--- config.mk ---
export PLATFORM = sky130hd
export DESIGN_NAME = vp_burst_read_responder
export DESIGN_NICKNAME = d
export VERILOG_FILES = /design/src/rtl/vp_burst_read_responder.sv
export SDC_FILE = /design/constraint.sdc
export NUM_CORES = 1
export LEC_CHECK = 0
export ABC_AREA = 1
export BUFFER_PORTS_ARGS = -buffer_cell sky130_fd_sc_hd__buf_2
export CAP_MARGIN = 25
export CORE_MARGIN = 2
export CORE_UTILIZATION = 28
export CTS_CLUSTER_DIAMETER = 120
export DETAILED_ROUTE_END_ITERATION = 12
export PLACE_DENSITY_LB_ADDON = 0.3
export RECOVER_POWER = 100
export SYNTH_ARGS = -nofsm -noshare
export SYNTH_HDL_FRONTEND = slang
export SYNTH_SLANG_ARGS = --single-unit
--- constraint.sdc ---
create_clock -name clk -period 3.5 [get_ports clk]
set_input_delay 0.35 -clock clk [delete_from_list [all_inputs] [get_ports clk]]
set_output_delay 0.35 -clock clk [all_outputs]
set_load 0.02 [all_outputs]
--- src/rtl/vp_burst_read_responder.sv ---
// -----------------------------------------------------------------------------
// vp_burst_read_responder
//
// Memory-side responder for the video pipeline frame-buffer read port. It
// accepts single-word and fixed-length burst read requests, fetches the words
// from a synchronous on-chip memory and returns them with cellular-RAM-like
// timing: a power-up delay, an initial access latency and a one-cycle stall
// whenever a burst crosses into a new row.
//
// Optional build macro: VP_RESP_PATTERN_GEN_EN
//   When defined, the backing memory is bypassed (mem_rd/mem_addr held at 0,
//   mem_rdata ignored) and each returned word is a vertical-stripe pattern:
//   16'h8080 when bit 3 of the word address is set, otherwise 16'h1010.
//   Timing is identical in both builds.
//
// Ports:
//   clk         in   system clock, the only clock
//   reset       in   synchronous, active-high reset
//   req_access  in   request valid, sampled only while idle
//   rd          in   1 = read, 0 = write (rejected with wr_err)
//   burst       in   1 = BURST_LEN words, 0 = single word
//   addr        in   start word address
//   data        out  returned word, valid while data_ok = 1, held otherwise
//   op_begun    out  one-cycle pulse when a request is accepted
//   data_ok     out  one-cycle strobe per returned word
//   ctrlr_good  out  high once the power-up delay has elapsed
//   wr_err      out  one-cycle pulse when a write request is rejected
//   mem_addr    out  backing-memory word address
//   mem_rd      out  backing-memory read enable
//   mem_rdata   in   backing-memory data, valid the cycle after mem_rd
// -----------------------------------------------------------------------------
module vp_burst_read_responder #(
  parameter int INIT_CYCLES = 150,
  parameter int LATENCY     = 4,    // must be >= 2
  parameter int BURST_LEN   = 16,
  parameter int PAGE_WORDS  = 128,  // power of two, >= 2
  parameter int ADDR_W      = 23,
  parameter int DATA_W      = 16
) (
  input  logic              clk,
  input  logic              reset,
  input  logic              req_access,
  input  logic              rd,
  input  logic              burst,
  input  logic [ADDR_W-1:0] addr,
  output logic [DATA_W-1:0] data,
  output logic              op_begun,
  output logic              data_ok,
  output logic              ctrlr_good,
  output logic              wr_err,
  output logic [ADDR_W-1:0] mem_addr,
  output logic              mem_rd,
  input  logic [DATA_W-1:0] mem_rdata
);

  localparam int ICNT_W    = $clog2(INIT_CYCLES) + 1;
  localparam int LCNT_W    = $clog2(LATENCY) + 1;
  localparam int WCNT_W    = $clog2(BURST_LEN) + 1;
  localparam int PAGE_BITS = $clog2(PAGE_WORDS);

  // S_DONE is the cycle that shows the final pulse of an operation (last
  // data_ok, or op_begun/wr_err of a rejected write); S_RECOV follows it.
  typedef enum logic [2:0] {
    S_INIT, S_IDLE, S_LAT, S_XFER, S_DONE, S_RECOV
  } state_t;

  state_t            state_q;
  logic [ICNT_W-1:0] init_cnt_q;
  logic [LCNT_W-1:0] lat_cnt_q;
  logic [WCNT_W-1:0] word_cnt_q;    // words issued so far
  logic [WCNT_W-1:0] n_words_q;     // words to return for this request
  logic [ADDR_W-1:0] ptr_q;         // address of the next word to issue
  logic [ADDR_W-1:0] issue_addr_q;  // address of the word being fetched
  logic              issue_q;       // one fetch per returned word
  logic              stalled_q;     // row-crossing stall already taken
  logic              op_begun_q;
  logic              wr_err_q;
  logic              data_ok_q;
  logic              ctrlr_good_q;
  logic [DATA_W-1:0] data_q;
  logic              page_edge;

  // Next word starts a new row; word 0 is issued from S_LAT so never stalls.
  assign page_edge = (ptr_q[PAGE_BITS-1:0] == '0);

  always_ff @(posedge clk) begin
    if (reset) begin
      state_q      <= S_INIT;
      init_cnt_q   <= '0;
      lat_cnt_q    <= '0;
      word_cnt_q   <= '0;
      n_words_q    <= '0;
      ptr_q        <= '0;
      issue_addr_q <= '0;
      issue_q      <= 1'b0;
      stalled_q    <= 1'b0;
      op_begun_q   <= 1'b0;
      wr_err_q     <= 1'b0;
      data_ok_q    <= 1'b0;
      ctrlr_good_q <= 1'b0;
    end else begin
      op_begun_q <= 1'b0;
      wr_err_q   <= 1'b0;
      issue_q    <= 1'b0;
      // Each word is strobed the cycle after its fetch was issued.
      data_ok_q  <= issue_q;
      case (state_q)
        S_INIT: begin
          if (init_cnt_q == ICNT_W'(INIT_CYCLES - 1)) begin
            ctrlr_good_q <= 1'b1;
            state_q      <= S_IDLE;
          end else begin
            init_cnt_q <= init_cnt_q + ICNT_W'(1);
          end
        end
        S_IDLE: begin
          if (req_access) begin
            op_begun_q <= 1'b1;
            ptr_q      <= addr;
            n_words_q  <= burst ? WCNT_W'(BURST_LEN) : WCNT_W'(1);
            lat_cnt_q  <= '0;
            if (rd) begin
              state_q <= S_LAT;
            end else begin
              wr_err_q <= 1'b1;
              state_q  <= S_DONE;
            end
          end
        end
        S_LAT: begin
          // The first fetch leaves here so its strobe lands LATENCY cycles
          // after the op_begun cycle.
          if (lat_cnt_q == LCNT_W'(LATENCY - 2)) begin
            issue_q      <= 1'b1;
            issue_addr_q <= ptr_q;
            ptr_q        <= ptr_q + ADDR_W'(1);
            word_cnt_q   <= WCNT_W'(1);
            stalled_q    <= 1'b0;
            state_q      <= S_XFER;
          end else begin
            lat_cnt_q <= lat_cnt_q + LCNT_W'(1);
          end
        end
        S_XFER: begin
          if (word_cnt_q == n_words_q) begin
            state_q <= S_DONE;
          end else if (page_edge && !stalled_q) begin
            stalled_q <= 1'b1;
          end else begin
            issue_q      <= 1'b1;
            issue_addr_q <= ptr_q;
            ptr_q        <= ptr_q + ADDR_W'(1);  // wraps silently to 0
            word_cnt_q   <= word_cnt_q + WCNT_W'(1);
            stalled_q    <= 1'b0;
          end
        end
        S_DONE:  state_q <= S_RECOV;
        S_RECOV: state_q <= S_IDLE;
        default: state_q <= S_INIT;
      endcase
    end
  end

`ifdef VP_RESP_PATTERN_GEN_EN
  // Pattern word is registered on the same edge as its data_ok strobe.
  always_ff @(posedge clk) begin
    if (reset) begin
      data_q <= '0;
    end else if (issue_q) begin
      data_q <= issue_addr_q[3] ? DATA_W'(16'h8080) : DATA_W'(16'h1010);
    end
  end

  logic unused_mem_path;
  assign unused_mem_path = ^{mem_rdata, issue_addr_q};

  assign data     = data_q;
  assign mem_rd   = 1'b0;
  assign mem_addr = '0;
`else
  // The RAM's own output register supplies the word during the strobe
  // cycle; data_q captures it there so data holds between strobes.
  always_ff @(posedge clk) begin
    if (reset) begin
      data_q <= '0;
    end else if (data_ok_q) begin
      data_q <= mem_rdata;
    end
  end

  assign data     = data_ok_q ? mem_rdata : data_q;
  assign mem_rd   = issue_q;
  assign mem_addr = issue_addr_q;
`endif

  assign op_begun   = op_begun_q;
  assign data_ok    = data_ok_q;
  assign ctrlr_good = ctrlr_good_q;
  assign wr_err     = wr_err_q;

endmodule

After elaboration in Yosys (flattened, before gate mapping)
Cells that the tools add are included.

Add/subtract/negate cells: 4. Equal/unequal tests: 15. Muxes and demuxes: 34. Bitwise logic cells: 3. Reductions and logical operators: 17.

Operators by type and width (number): two-way mux 23 bit (7); one-hot mux 23 bit (3 select lines) (1); one-hot mux 23 bit (2 select lines) (1); adder 23 x 1 -> 23 bit, second input constant (1); two-way mux 3 bit (7); two-way mux 5 bit (4); one-hot mux 3 bit (6 select lines) (1); two-way mux 16 bit (1); inequality test 2 bit, second input constant (7); one-hot mux 5 bit (2 select lines) (1); adder 9 x 1 -> 9 bit, second input constant (1); equality test 3 x 2 -> 1 bit, second input constant (3); equality test 9 x 8 -> 1 bit, second input constant (1); two-way mux 1 bit (8); AND reduction 4 bit (2); zero test 7 bit (1); equality test 3 bit, second input constant (2); one-hot mux 3 bit (2 select lines) (1); AND reduction 2 bit (3); AND reduction 3 bit (2); adder 5 x 1 -> 5 bit, second input constant (1); equality test 5 bit (1); AND reduction 5 bit (1); one-hot mux 1 bit (2 select lines) (2); 10 further kinds (13).

Register bits: 93. Input bits: 44. Output and inout bits: 44. Logic and storage cells: 87.

Depth between registers and ports, before layout
Depth after elaboration: 5. Depth in mapped cells: 12. Mapped depth without buffers: 11.

Worst setup path after synthesis
Ideal clock, no wire load.

Path kind: flip-flop to output port. From: register data_ok_q, in the netlist data_ok. To: output data[10]. Data arrival time: 1.235 ns. Slack: 1.915 ns. Cell stages (with the launch flop): 6. Path buffers: 2. Path through: dfxtp_1 clkbuf_1 inv_1 clkbuf_1 nand2_1 nand2_1.

Cells in the longest elaborated chain, start to end: 1.

RTL lines: start: declaration (RTL line 78) `logic data_ok_q;`; start signal: assignment (RTL line 106) `data_ok_q <= issue_q;`; two-way mux 16 bit; end: declaration (RTL line 46) `output logic [DATA_W-1:0] data,`.

Every way passes these cells.

Worst setup path in the final report
From: register state_q[2]. To: register ptr_q[16].

Cells in the longest elaborated chain, start to end: 3. Elaborated cells on any way between the ends: 10. Those cells by class: eq/ne: 7; mux: 1; reduce/logical: 2.

RTL lines: start: declaration (RTL line 67) `state_t state_q;`; start signal: assignment (RTL line 88) `state_q <= S_INIT;`; start signal: assignment (RTL line 111) `state_q <= S_IDLE;`; start signal: assignment (RTL line 123) `state_q <= S_LAT;`; equality test 3 x 2 -> 1 bit / equality test 3 x 1 -> 1 bit (equally long branches) (RTL line 107) `case (state_q)`; inequality test 2 bit (no source line) / nonzero test 3 bit (equally long branches); AND reduction 5 bit (no source line); end signal: assignment (RTL line 119) `ptr_q <= addr;`; end signal: assignment (RTL line 136) `ptr_q <= ptr_q + ADDR_W'(1);`; end signal: assignment (RTL line 152) `ptr_q <= ptr_q + ADDR_W'(1);`; end: declaration (RTL line 72) `logic [ADDR_W-1:0] ptr_q;`.

Parallel ways exist; a longest one is shown, timed or not. A chain may end at the register's enable or synchronous reset.

==> flow_summary.rst <==
.. list-table::
   :header-rows: 1

   * - Metric
     - Value
   * - Number of nets still failing antenna checks after routing
     - 0
   * - GR Util All Layers
     - 0.143
   * - Count of routing violations after the opening detailed-route iteration
     - between 200 and 250
   * - Clock tree from TritonCTS
     - yes
   * - Most repeated cell in the gate-level netlist after synthesis
     - nand2_1
   * - Accumulated negative setup slack
     - 0 ns
   * - Part of the Yosys area used for sequential elements
     - 0.394
   * - Final worst setup slack
     - 0.810 ns
   * - Cell Pwr Density
     - around 650 nW/um^2
   * - Clock Latency Late Sink
     - between 0.3 and 0.4 ns
   * - Residual DRC
     - 0
   * - Relative contribution of sequential cells to total power
     - 0.391
   * - Number of flops mapped to enable cells by yosys
     - 0
   * - Area share of the leading cell type in the synthesized netlist
     - 0.394
   * - Remaining Overflow, GRT
     - 0
   * - Net switching power figure
     - roughly 1.4 mW
   * - Share of final-layout standard cells stronger than drive strength 1
     - 0.109
   * - Result of the run
     - finished with violations
   * - Violated checks
     - max-capacitance violations, max-slew violations
   * - Width of the die
     - between 100 and 150 microns
   * - Largest area contributor in the synthesized netlist
     - dfxtp_1
   * - Number of setup buffers added after CTS
     - 0
   * - CTS-repair resized insts
     - 0
   * - Final std cells w/o fill
     - 984
   * - Sum of net half-perimeters after detailed placement
     - 8680 microns
   * - Mean instance size in the synthesized netlist
     - 6.64 sq um
   * - Number of setup violations in the final report
     - 0
   * - CTS sink cnt
     - 90
   * - Worst Tran Pin Value
     - about 2.0 ns
   * - Worst setup path category
     - reg -> reg
   * - Max-slew violation total from the final report
     - 43
   * - Worst-path fanout max
     - 20
   * - DP Cell Count
     - between 900 and 1k
   * - Setup Slack @ Placement
     - 1.33 ns
   * - Initial antenna violation count
     - 0
   * - Number of hold violations in the final report
     - 0
   * - Synth-to-Final Area Change
     - 18.0%
   * - Share of async-settable or async-resettable flops after synthesis
     - 0
   * - Maximum number of pins on one net before global-route repair
     - 50
   * - Final hold slack
     - between 0.15 and 0.2 ns
   * - Most area-consuming cells after synthesis
     - dfxtp_1 (39%), nand2_1 (16%), nor2_1 (8.0%)
   * - Final core utilization
     - 0.338
   * - Register bit total from synthesis
     - 90
   * - Combined area of all synthesized cells
     - between 4000 and 5000 sq um
   * - Final routed wirelength across all metal layers
     - ~12000 microns
   * - Rel. slew slack
     - -0.353
   * - Row cnt
     - between 40 and 50
   * - Port Buffer Count
     - 87
   * - Fraction of power consumed by the clock network
     - 0.293
   * - Worst EP required
     - ~3.6 ns
   * - Maximum count of clock buffers along a single path
     - 2
   * - Total I/O pin count
     - 88
   * - Most used flip-flop cell after synthesis
     - dfxtp_1
   * - Worst hold path type
     - in -> reg
   * - Die ar.
     - approximately 17000 sq um
   * - Initial core utilization
     - 0.287
   * - Number of buffers created by CTS
     - 9
   * - Internal power contribution
     - roughly 2.1 mW
   * - Startpoint type of the worst setup path
     - flop
   * - Via density per instance
     - 4.48
   * - Switching fraction of total power
     - 0.398
   * - H-Tree Level Count
     - 3
   * - Antenna fix cells
     - 0
   * - Height of the die
     - 132 microns
   * - Post-CTS Hold Fix Bufs
     - 0
   * - Setup slack, reg-to-reg
     - just over 0.8 ns
   * - Max_cap viols
     - 1
   * - Leakage power of the design
     - 2.21 nW
   * - Unrepaired setup endpoints after global routing
     - no
   * - Routability Congestion
     - around 0.8
   * - Max frequency
     - approximately 0.37 GHz
   * - Wire length of the first global-routing pass
     - roughly 20000 microns
   * - Root buffer cell
     - clkbuf_16
   * - Number of unique standard cell types used by synthesis
     - 31
   * - Core Area
     - between 15000 and 20000 sq um
   * - Synthesized net count
     - roughly 740
   * - Clock tree skew after final layout
     - about 0.011 ns
   * - Crit path DAT
     - 2.83 ns
   * - Shortest period the worst path allows
     - 2.69 ns
   * - Clock transition at the register clock pins on the worst setup and hold paths after CTS
     - 0.07 ns
   * - Final #Nets
     - 814
   * - Drt pass-1 iters
     - 4
   * - Total via count after detailed routing
     - between 4k and 5k
   * - List of most frequent post-synthesis cells
     - nand2_1 (193), nor2_1 (98), dfxtp_1 (90), a21oi_1 (62), nand3_1 (48)
   * - Share of the clock period used by the worst path after layout
     - 0.769
   * - Combinational power share
     - 0.315
   * - Post-Synthesis Cells
     - ~700
   * - WL per Instance
     - 12.3 microns
   * - Peak supply drop
     - 0.283 mV
   * - Number of warnings reported in the yosys synthesis log
     - 0
   * - Type of destination of the critical path
     - flop
   * - Number of global-route vias before repair
     - approximately 4k
==> stage by stage <==
step           instance area, sq um  total power, mW
2_1_floorplan                  4570             2.25
3_3_place_gp                   5150             2.53
3_5_place_dp                   5150             2.53
4_1_cts                        5460             3.57
5_1_grt                        5390             3.80
6_report                       5390             3.52
==> layout make-up <==
| class | instances | area, sq um |
|---|---|---|
| Multi-Input combinational cell | 517 | 2390 |
| Inverter | 54 | 203 |
| Timing Repair Buffer | 91 | 407 |
| Fill cell | 1784 | 10600 |
| Clock inverter | 6 | 78.8 |
| Clock buffer | 10 | 239 |
| Tap cell | 216 | 270 |
| Sequential cell | 90 | 1800 |
==> path summary, 6_finish.rpt <==
| check | startpoint | endpoint | cells after the start |
|---|---|---|---|
| max reg2reg | state_q[2] | ptr_q[16] | 9 |
| min | rd | wr_err | 2 |
| min reg2reg | mem_rd | data_ok | 2 |
| max | state_q[2] | ptr_q[16] | 9 |
==> cell usage in the layout (no fill, tap or decap), drive strengths merged, types with 4 or more instances in the layout <==
| cell type | netlist | layout |
|---|---|---|
| clkbuf | 13 | 55 |
| nand3 | 50 | 50 |
| buf | 14 | 46 |
| a21oi | 62 | 62 |
| inv | 53 | 57 |
| ha | 7 | 7 |
| nor2 | 104 | 104 |
| nand2 | 201 | 201 |
| dfxtp | 90 | 90 |
| xor2 | 5 | 5 |
| o21ai | 50 | 50 |
| nand4 | 5 | 5 |
| xnor2 | 4 | 4 |
| nor3 | 15 | 15 |
==> per-layer routing <==
layer  up-vias  track usage  part of all wire
met2       101        0.220              0.43
met4         0       0.0386            0.0086
met1      1930        0.201              0.51
li1       2370            -                 -
met5         -            0                 0
met3         6       0.0319             0.044
==> cell families after synthesis <==
family	after synthesis	synth area share
buf+inv	81	0.0794
fa+ha+maj	7	0.0192
flops	90	0.394
compound gates	118	0.132
simple gates	383	0.358
xor+xnor	9	0.0172
==> power groups by stage <==
stage	sequential [mW]	clock (mW)	combinational, mW
floorplan	1.35	0	0.909
global placement	1.40	0	1.13
detailed placement	1.40	0	1.13
CTS	1.37	1.07	1.14
global route	1.40	1.12	1.28
finish	1.38	1.03	1.11
==> sequential cells by signal, indices dropped and copies added, names as in the netlist <==
name and cells:
mem_addr 23, ptr_q 23, data_q 16, init_cnt_q 9
word_cnt_q 5, lat_cnt_q 3, state_q 3, n_words_q 2
ctrlr_good 1, data_ok 1, mem_rd 1, op_begun 1
stalled_q 1, wr_err 1
==> critical path: stages (launching register included) <==
cell     delay, ns
dfxtp_1       0.44
nor2_1        0.12
nand2_4       0.17
inv_2         0.06
nand2_2       0.14
nand2_4       0.10
nor2_1        0.78
inv_2         0.44
nand2_1       0.15
a21oi_1       0.07
(Power assumes the default switching activity.)
